File: config.mk
export PLATFORM = sky130hd
export DESIGN_NAME = rule_config_ctrl
export DESIGN_NICKNAME = d
export VERILOG_FILES = /design/src/rtl/rule_config_ctrl.sv
export SDC_FILE = /design/constraint.sdc
export NUM_CORES = 2
export LEC_CHECK = 0
export CORE_UTILIZATION = 40
export CTS_BUF_LIST = sky130_fd_sc_hd__clkbuf_4
export DETAILED_ROUTE_END_ITERATION = 7
export MAX_ROUTING_LAYER = met4
export PLACE_DENSITY_LB_ADDON = 0.05
export SYNTH_ARGS = -nofsm -noshare
export SYNTH_HDL_FRONTEND = slang
export SYNTH_SLANG_ARGS = --single-unit
File: constraint.sdc
create_clock -name clk -period 8.3 [get_ports clk]
set_input_delay 1.245 -clock clk [delete_from_list [all_inputs] [get_ports clk]]
set_output_delay 1.245 -clock clk [all_outputs]
set_load 0.05 [all_outputs]
File: src/rtl/rule_config_ctrl.sv
// ============================================================================
// Module   : rule_config_ctrl
// Purpose  : Sequences rule add/delete commands into NUM_BYTES per-byte lookup
//            tables, tracks rule occupancy and keeps each rule's key.
// Option   : LOOKUP_HOLD_EN adds lookup masking while a rule is being written.
// Revision : 1.0 - initial release
// ============================================================================
`default_nettype none

module rule_config_ctrl #(
   parameter int NUM_BYTES = 4,
   parameter int GAP       = 6
) (
   input  logic                    clk,
   input  logic                    reset,
   input  logic                    cmd_valid,
   output logic                    cmd_ready,
   input  logic                    cmd_op,
   input  logic [5:0]              cmd_rule,
   input  logic [NUM_BYTES*8-1:0]  cmd_key,
   output logic [NUM_BYTES-1:0]    set_valid_o,
   output logic [NUM_BYTES*17-1:0] set_o,
   output logic                    done_valid,
   output logic [1:0]              done_status,
   output logic                    busy,
   output logic [63:0]             rule_bitmap
`ifdef LOOKUP_HOLD_EN
   ,
   input  logic                    key_valid_in,
   output logic                    key_valid_out,
   output logic [15:0]             drop_cnt
`endif
);

   localparam int KEY_W = NUM_BYTES * 8;
   localparam int CNT_W = (GAP > 2) ? $clog2(GAP) : 1;

   typedef enum logic [2:0] {
      S_IDLE  = 3'd0,
      S_CHECK = 3'd1,
      S_ISSUE = 3'd2,
      S_WAIT  = 3'd3,
      S_DONE  = 3'd4
   } state_t;

   state_t                  state_q;
   logic                    op_q;
   logic [5:0]              rule_q;
   logic [KEY_W-1:0]        key_q;
   logic [CNT_W-1:0]        cnt_q;
   logic [NUM_BYTES-1:0]    set_valid_q;
   logic [NUM_BYTES*17-1:0] set_q;
   logic                    done_valid_q;
   logic [1:0]              status_q;
   logic                    ready_q;
   logic                    busy_q;
   logic [63:0]             bitmap_q;
`ifdef LOOKUP_HOLD_EN
   logic                    hold_q;
`endif

   // Key store data has no reset; an entry is only read while its bitmap bit is set.
   logic [KEY_W-1:0]        key_mem [0:63];

   logic [KEY_W-1:0]        key_sel_d;
   logic [NUM_BYTES*17-1:0] set_word_d;

   assign key_sel_d = op_q ? key_q : key_mem[rule_q];

   genvar gi;
   generate
      for (gi = 0; gi < NUM_BYTES; gi = gi + 1) begin : g_slice
         assign set_word_d[gi*17 +: 17] = {op_q, key_sel_d[gi*8 +: 8], 2'b00, rule_q};
      end
   endgenerate

   always_ff @(posedge clk) begin
      if (state_q == S_DONE && status_q == 2'd0 && op_q) begin
         key_mem[rule_q] <= key_q;
      end
   end

   always_ff @(posedge clk or negedge reset) begin
      if (!reset) begin
         state_q      <= S_IDLE;
         op_q         <= 1'b0;
         rule_q       <= 6'd0;
         key_q        <= '0;
         cnt_q        <= '0;
         set_valid_q  <= '0;
         set_q        <= '0;
         done_valid_q <= 1'b0;
         status_q     <= 2'd0;
         ready_q      <= 1'b1;
         busy_q       <= 1'b0;
         bitmap_q     <= 64'd0;
`ifdef LOOKUP_HOLD_EN
         hold_q       <= 1'b0;
`endif
      end else begin
         set_valid_q  <= '0;
         done_valid_q <= 1'b0;
         case (state_q)
            S_IDLE: begin
               if (cmd_valid) begin
                  op_q    <= cmd_op;
                  rule_q  <= cmd_rule;
                  key_q   <= cmd_key;
                  ready_q <= 1'b0;
                  busy_q  <= 1'b1;
                  state_q <= S_CHECK;
               end
            end
            S_CHECK: begin
               if (op_q && bitmap_q[rule_q]) begin
                  status_q     <= 2'd1;
                  done_valid_q <= 1'b1;
                  state_q      <= S_DONE;
               end else if (!op_q && !bitmap_q[rule_q]) begin
                  status_q     <= 2'd2;
                  done_valid_q <= 1'b1;
                  state_q      <= S_DONE;
               end else begin
                  status_q    <= 2'd0;
                  key_q       <= key_sel_d;
                  set_valid_q <= '1;
                  set_q       <= set_word_d;
`ifdef LOOKUP_HOLD_EN
                  hold_q      <= 1'b1;
`endif
                  state_q     <= S_ISSUE;
               end
            end
            S_ISSUE: begin
               cnt_q   <= CNT_W'(GAP - 1);
               state_q <= S_WAIT;
            end
            S_WAIT: begin
               // Exit on the last count so DONE lands exactly GAP cycles after ISSUE.
               cnt_q <= cnt_q - CNT_W'(1);
               if (cnt_q == CNT_W'(1)) begin
                  done_valid_q <= 1'b1;
                  state_q      <= S_DONE;
               end
            end
            S_DONE: begin
               if (status_q == 2'd0) begin
                  bitmap_q[rule_q] <= op_q;
               end
               ready_q <= 1'b1;
               busy_q  <= 1'b0;
`ifdef LOOKUP_HOLD_EN
               hold_q  <= 1'b0;
`endif
               state_q <= S_IDLE;
            end
            default: begin
               ready_q <= 1'b1;
               busy_q  <= 1'b0;
               state_q <= S_IDLE;
            end
         endcase
      end
   end

`ifdef LOOKUP_HOLD_EN
   logic [15:0] drop_q;

   always_ff @(posedge clk or negedge reset) begin
      if (!reset) begin
         drop_q <= 16'd0;
      end else if (key_valid_in && hold_q && drop_q != 16'hFFFF) begin
         drop_q <= drop_q + 16'd1;
      end
   end

   assign key_valid_out = key_valid_in & ~hold_q;
   assign drop_cnt      = drop_q;
`else
   // Without the hold option lookups are never masked.
`endif

   assign cmd_ready   = ready_q;
   assign busy        = busy_q;
   assign set_valid_o = set_valid_q;
   assign set_o       = set_q;
   assign done_valid  = done_valid_q;
   assign done_status = status_q;
   assign rule_bitmap = bitmap_q;

endmodule

`default_nettype wire
==> summary.md <==
| Metric | Value |
|---|---|
| Die height | `465 um` |
| Share of cells above drive strength 1 | `0.268` |
| Tcrit/Tclk final | `0.672` |
| Fmax | `179 MHz` |
| VDD IR max | `0.000315 V` |
| LEAKAGE | `33.1 nW` |
| Post-CTS sizing | `0` |
| Final core utilization | `0.467` |
| Hold Violations, Final | `0` |
| Synth top area cells | `edfxtp_1 72%, mux2i_1 4.7%, dfrtp_1 4.5%, mux4_2 3.5%, a221oi_1 1.8%` |
| Clock Path Buffers | `4` |
| Remaining antenna violation count after routing | `0` |
| Mux cell area share after synthesis | `0.100` |
| Synth Area per Inst | `17.6 um^2` |
| Largest family of logic cells by synthesized area | `multiplexers` |
| Final setup fails | `0` |
| Worst slew pin tran | `1340 ps` |
| Setup crit end kind | `register` |
| Max Slew Vio Count | `0` |
| Power Density | `397 nW/um^2` |
| TritonCTS Buffers | `619` |
| H-tree depth | `6` |
| Post-CTS Repair Setup Buffers | `0` |
| GP Congestion | `0.859` |
| Via Count | `53353` |
| R2R setup slack | `2720 ps` |
| Hold Path Sink | `rule_q[3]$_DFFE_PN0P_` |
| Status | `finished clean` |
| HP Start | `cmd_rule[3]` |
| Die Wd | `465 um` |
| Clock latency on the worst-skew pair | `1430 ps` |
| DRT iter0 DRCs | `7579` |
| WP data required | `9630 ps` |
| Worst setup SP type | `register` |
| CTS root buf | `clkbuf_4` |
| FF+latch count, synth | `2202` |
| Max Cap Viol | `0` |
| Largest net degree at the start of global routing | `94` |
| Initial Util | `0.404` |
| Synthesis-to-layout area growth | `15.7%` |
| Post-layout min period | `5580 ps` |
| Crit-path max FO | `72` |
| Setup CP Type | `register to register` |
| Most frequent cells after synthesis | `2048 x edfxtp_1, 403 x mux2i_1, 256 x o21ai_0` |
| Post-synth EDFFs | `2048` |
| Hold path depth | `2` |
| Rel. slew slack | `0.101` |
| Antenna violations before repair | `31` |
| WP data arrival | `6910 ps` |
| Post-DP HPWL | `187000 um` |
| Synth Area in Compound Gates | `0.0884` |
| First-pass GRT wire length | `446000 um` |
| Total gr overflow | `0` |
| Worst Hold Class | `input pin to register` |
| Vias in the first global route | `51243` |
| Worst flop-to-flop path startpoint | `rule_q[2]$_DFFE_PN0P_` |
| Most common cell in the netlist | `edfxtp_1` |
| Synth Cell Area | `85900 um^2` |
| Yosys cell types | `67` |
| Sequential fraction of the synthesis area | `0.761` |
| Ys async rst share | `0.0699` |
| Unrepaired setup endpoints after global routing | `false` |
| Skew final | `111 ps` |
| Synth Area in Adders | `0.000729` |
| Total core area | `213000 um^2` |
| Clock Pin Slew Worst Setup and Hold Paths | `60 ps` |
| Total GRT Usage | `0.312` |
| DRT Pass-1 Iters | `6` |
| Top cell type by total area after synthesis | `edfxtp_1` |
| Warnings from Yosys | `0` |
| I/O Buffers | `174` |
| XOR/XNOR Fraction of Synth Area | `0` |
| TNS Setup | `0 ps` |
| Mapped Cells | `4889` |
| Io pins | `183` |
| Final net count | `5577` |
| Die area | `217000 um^2` |
| WL final | `332000 um` |
| Clock Sinks | `2202` |
| Top-area cell type share of the netlist area | `0.716` |
| Worst reg-to-reg path cell count | `15` |
| DR WL/cell | `37.7 um` |
| Rows | `169` |
| Reg2reg end | `key_q[16]$_DFFE_PN0P_` |
| CTS tree | `yes` |
| Post-Synth Simple-Gate Area | `0.0256` |
| Number of remaining DRC errors | `0` |
| Dominant synthesized flop cell | `edfxtp_1` |
| Via/cell ratio | `6.07` |
## kinds of logic (layout without fill, tap and decap cells)
logic type                 after synthesis  in the layout
AOI/OAI and AO/OA                     1119           1119
other                                    1             24
buffers and inverters                  387           1450
muxes                                  674            674
DFF                                   2202           2202
and+or+nand+nor                        501            501
adders and majority gates                5              5
## metal layers
layer / wire [um] / track usage / vias up
met3: 31500 / 0.0673 / 484
met2: 150000 / 0.456 / 3070
li1: - / - / 21574
met5: 0 / - / -
met1: 140000 / 0.432 / 28225
met4: 10700 / 0.107 / 0
## worst max-delay path: stages (launching register included)
cell      delay [ps]
dfrtp_4          950
buf_12           500
nor2b_4          760
a221oi_1         170
a21oi_1          160
o21ai_0          350
and4_1           360
ha_1             190
nor2_1           120
nand2_1           80
a211o_1          340
buf_4            270
a21oi_2          360
buf_4            390
o22ai_1          160
a31oi_1          200
## cell type report
cell class                 instances  area, um^2
timing repair buffer             393        3580
tap                             2821        3530
inverter                           7        37.5
sequential                      2202       65400
fill                           18714      113000
multi-input combinational       2307       19100
antenna                           16        40.0
clock inverter                   131         696
clock buffer                     919        6900
## report_power, final
part	total (mW)	switching [mW]	leakage (nW)	internal, mW
registers	14.4	0.459	20.2	14.0
clock network	9.86	4.61	4.59	5.24
logic	15.2	11.4	8.34	3.81
## timing repair
| item | CTS | global route |
|---|---|---|
| endpoints found under the hold margin | 86 | 0 |
| endpoints found under the setup margin | 0 | 0 |
| hold buffers | 1 | 0 |
## state kept, by name, summed over array words and instances, names as in the netlist
register / cells
set_o: 39
key_q: 32
busy: 1
cmd_ready: 1
rule_q: 6
state_q: 3
done_valid: 1
done_status: 2
op_q: 1
rule_bitmap: 64
key_mem: 2048
set_valid_o: 1
cnt_q: 3
## worst max path at each step
stage / from / endpoint / slack, ps / depth (start not counted)
CTS: rule_q[2]$_DFFE_PN0P_ / key_q[16]$_DFFE_PN0P_ / 2810 / 15
global placement: rule_q[2]$_DFFE_PN0P_ / key_q[1]$_DFFE_PN0P_ / 2860 / 15
global route: rule_q[2]$_DFFE_PN0P_ / key_q[13]$_DFFE_PN0P_ / 2580 / 15
detailed placement: rule_q[2]$_DFFE_PN0P_ / key_q[16]$_DFFE_PN0P_ / 2880 / 15
floorplan: rule_q[4]$_DFFE_PN0P_ / key_mem[0][0]$_DFFE_PP_ / 4720 / 6
finish: rule_q[2]$_DFFE_PN0P_ / key_q[16]$_DFFE_PN0P_ / 2720 / 15
## through the flow
| stage | instance area [um^2] | total power [mW] | setup WS, ps | hold WS, ps | cells |
|---|---|---|---|---|---|
| final | 99300 | 39.4 | 2720 | 438 | 8796 |
| after detailed placement | 91700 | 29.5 | 2880 | 474 | 7729 |
| after CTS | 99300 | 39.4 | 2810 | 287 | 8780 |
| after floorplan | 85900 | 22.1 | 4720 | 513 | 4896 |
| after global placement | 91700 | 29.5 | 2860 | 465 | 7729 |
| after global routing | 99300 | 40.5 | 2580 | 377 | 8788 |
## layout by cell type, fill, tap and decap left out, types with 13 or more instances in the layout
cell / instances
nor3_1: 20
o21ai_0: 256
buf_4: 203
a21oi_1: 135
dfrtp_1: 117
edfxtp_1: 2048
mux4_2: 134
nand3_1: 47
o22ai_1: 130
dfrtp_2: 32
a22oi_1: 186
mux2i_1: 403
a31oi_1: 57
o221ai_1: 13
a221oi_1: 180
nor2_4: 68
a22o_1: 39
o22a_1: 17
inv_2: 21
clkbuf_4: 919
clkinv_1: 95
a221o_1: 22
buf_12: 15
nor2_1: 138
o31ai_1: 30
diode_2: 16
nand2_1: 145
mux2_2: 137
clkdlybuf4s50_1: 173
Note: power is estimated with default switching activity, not from simulation.
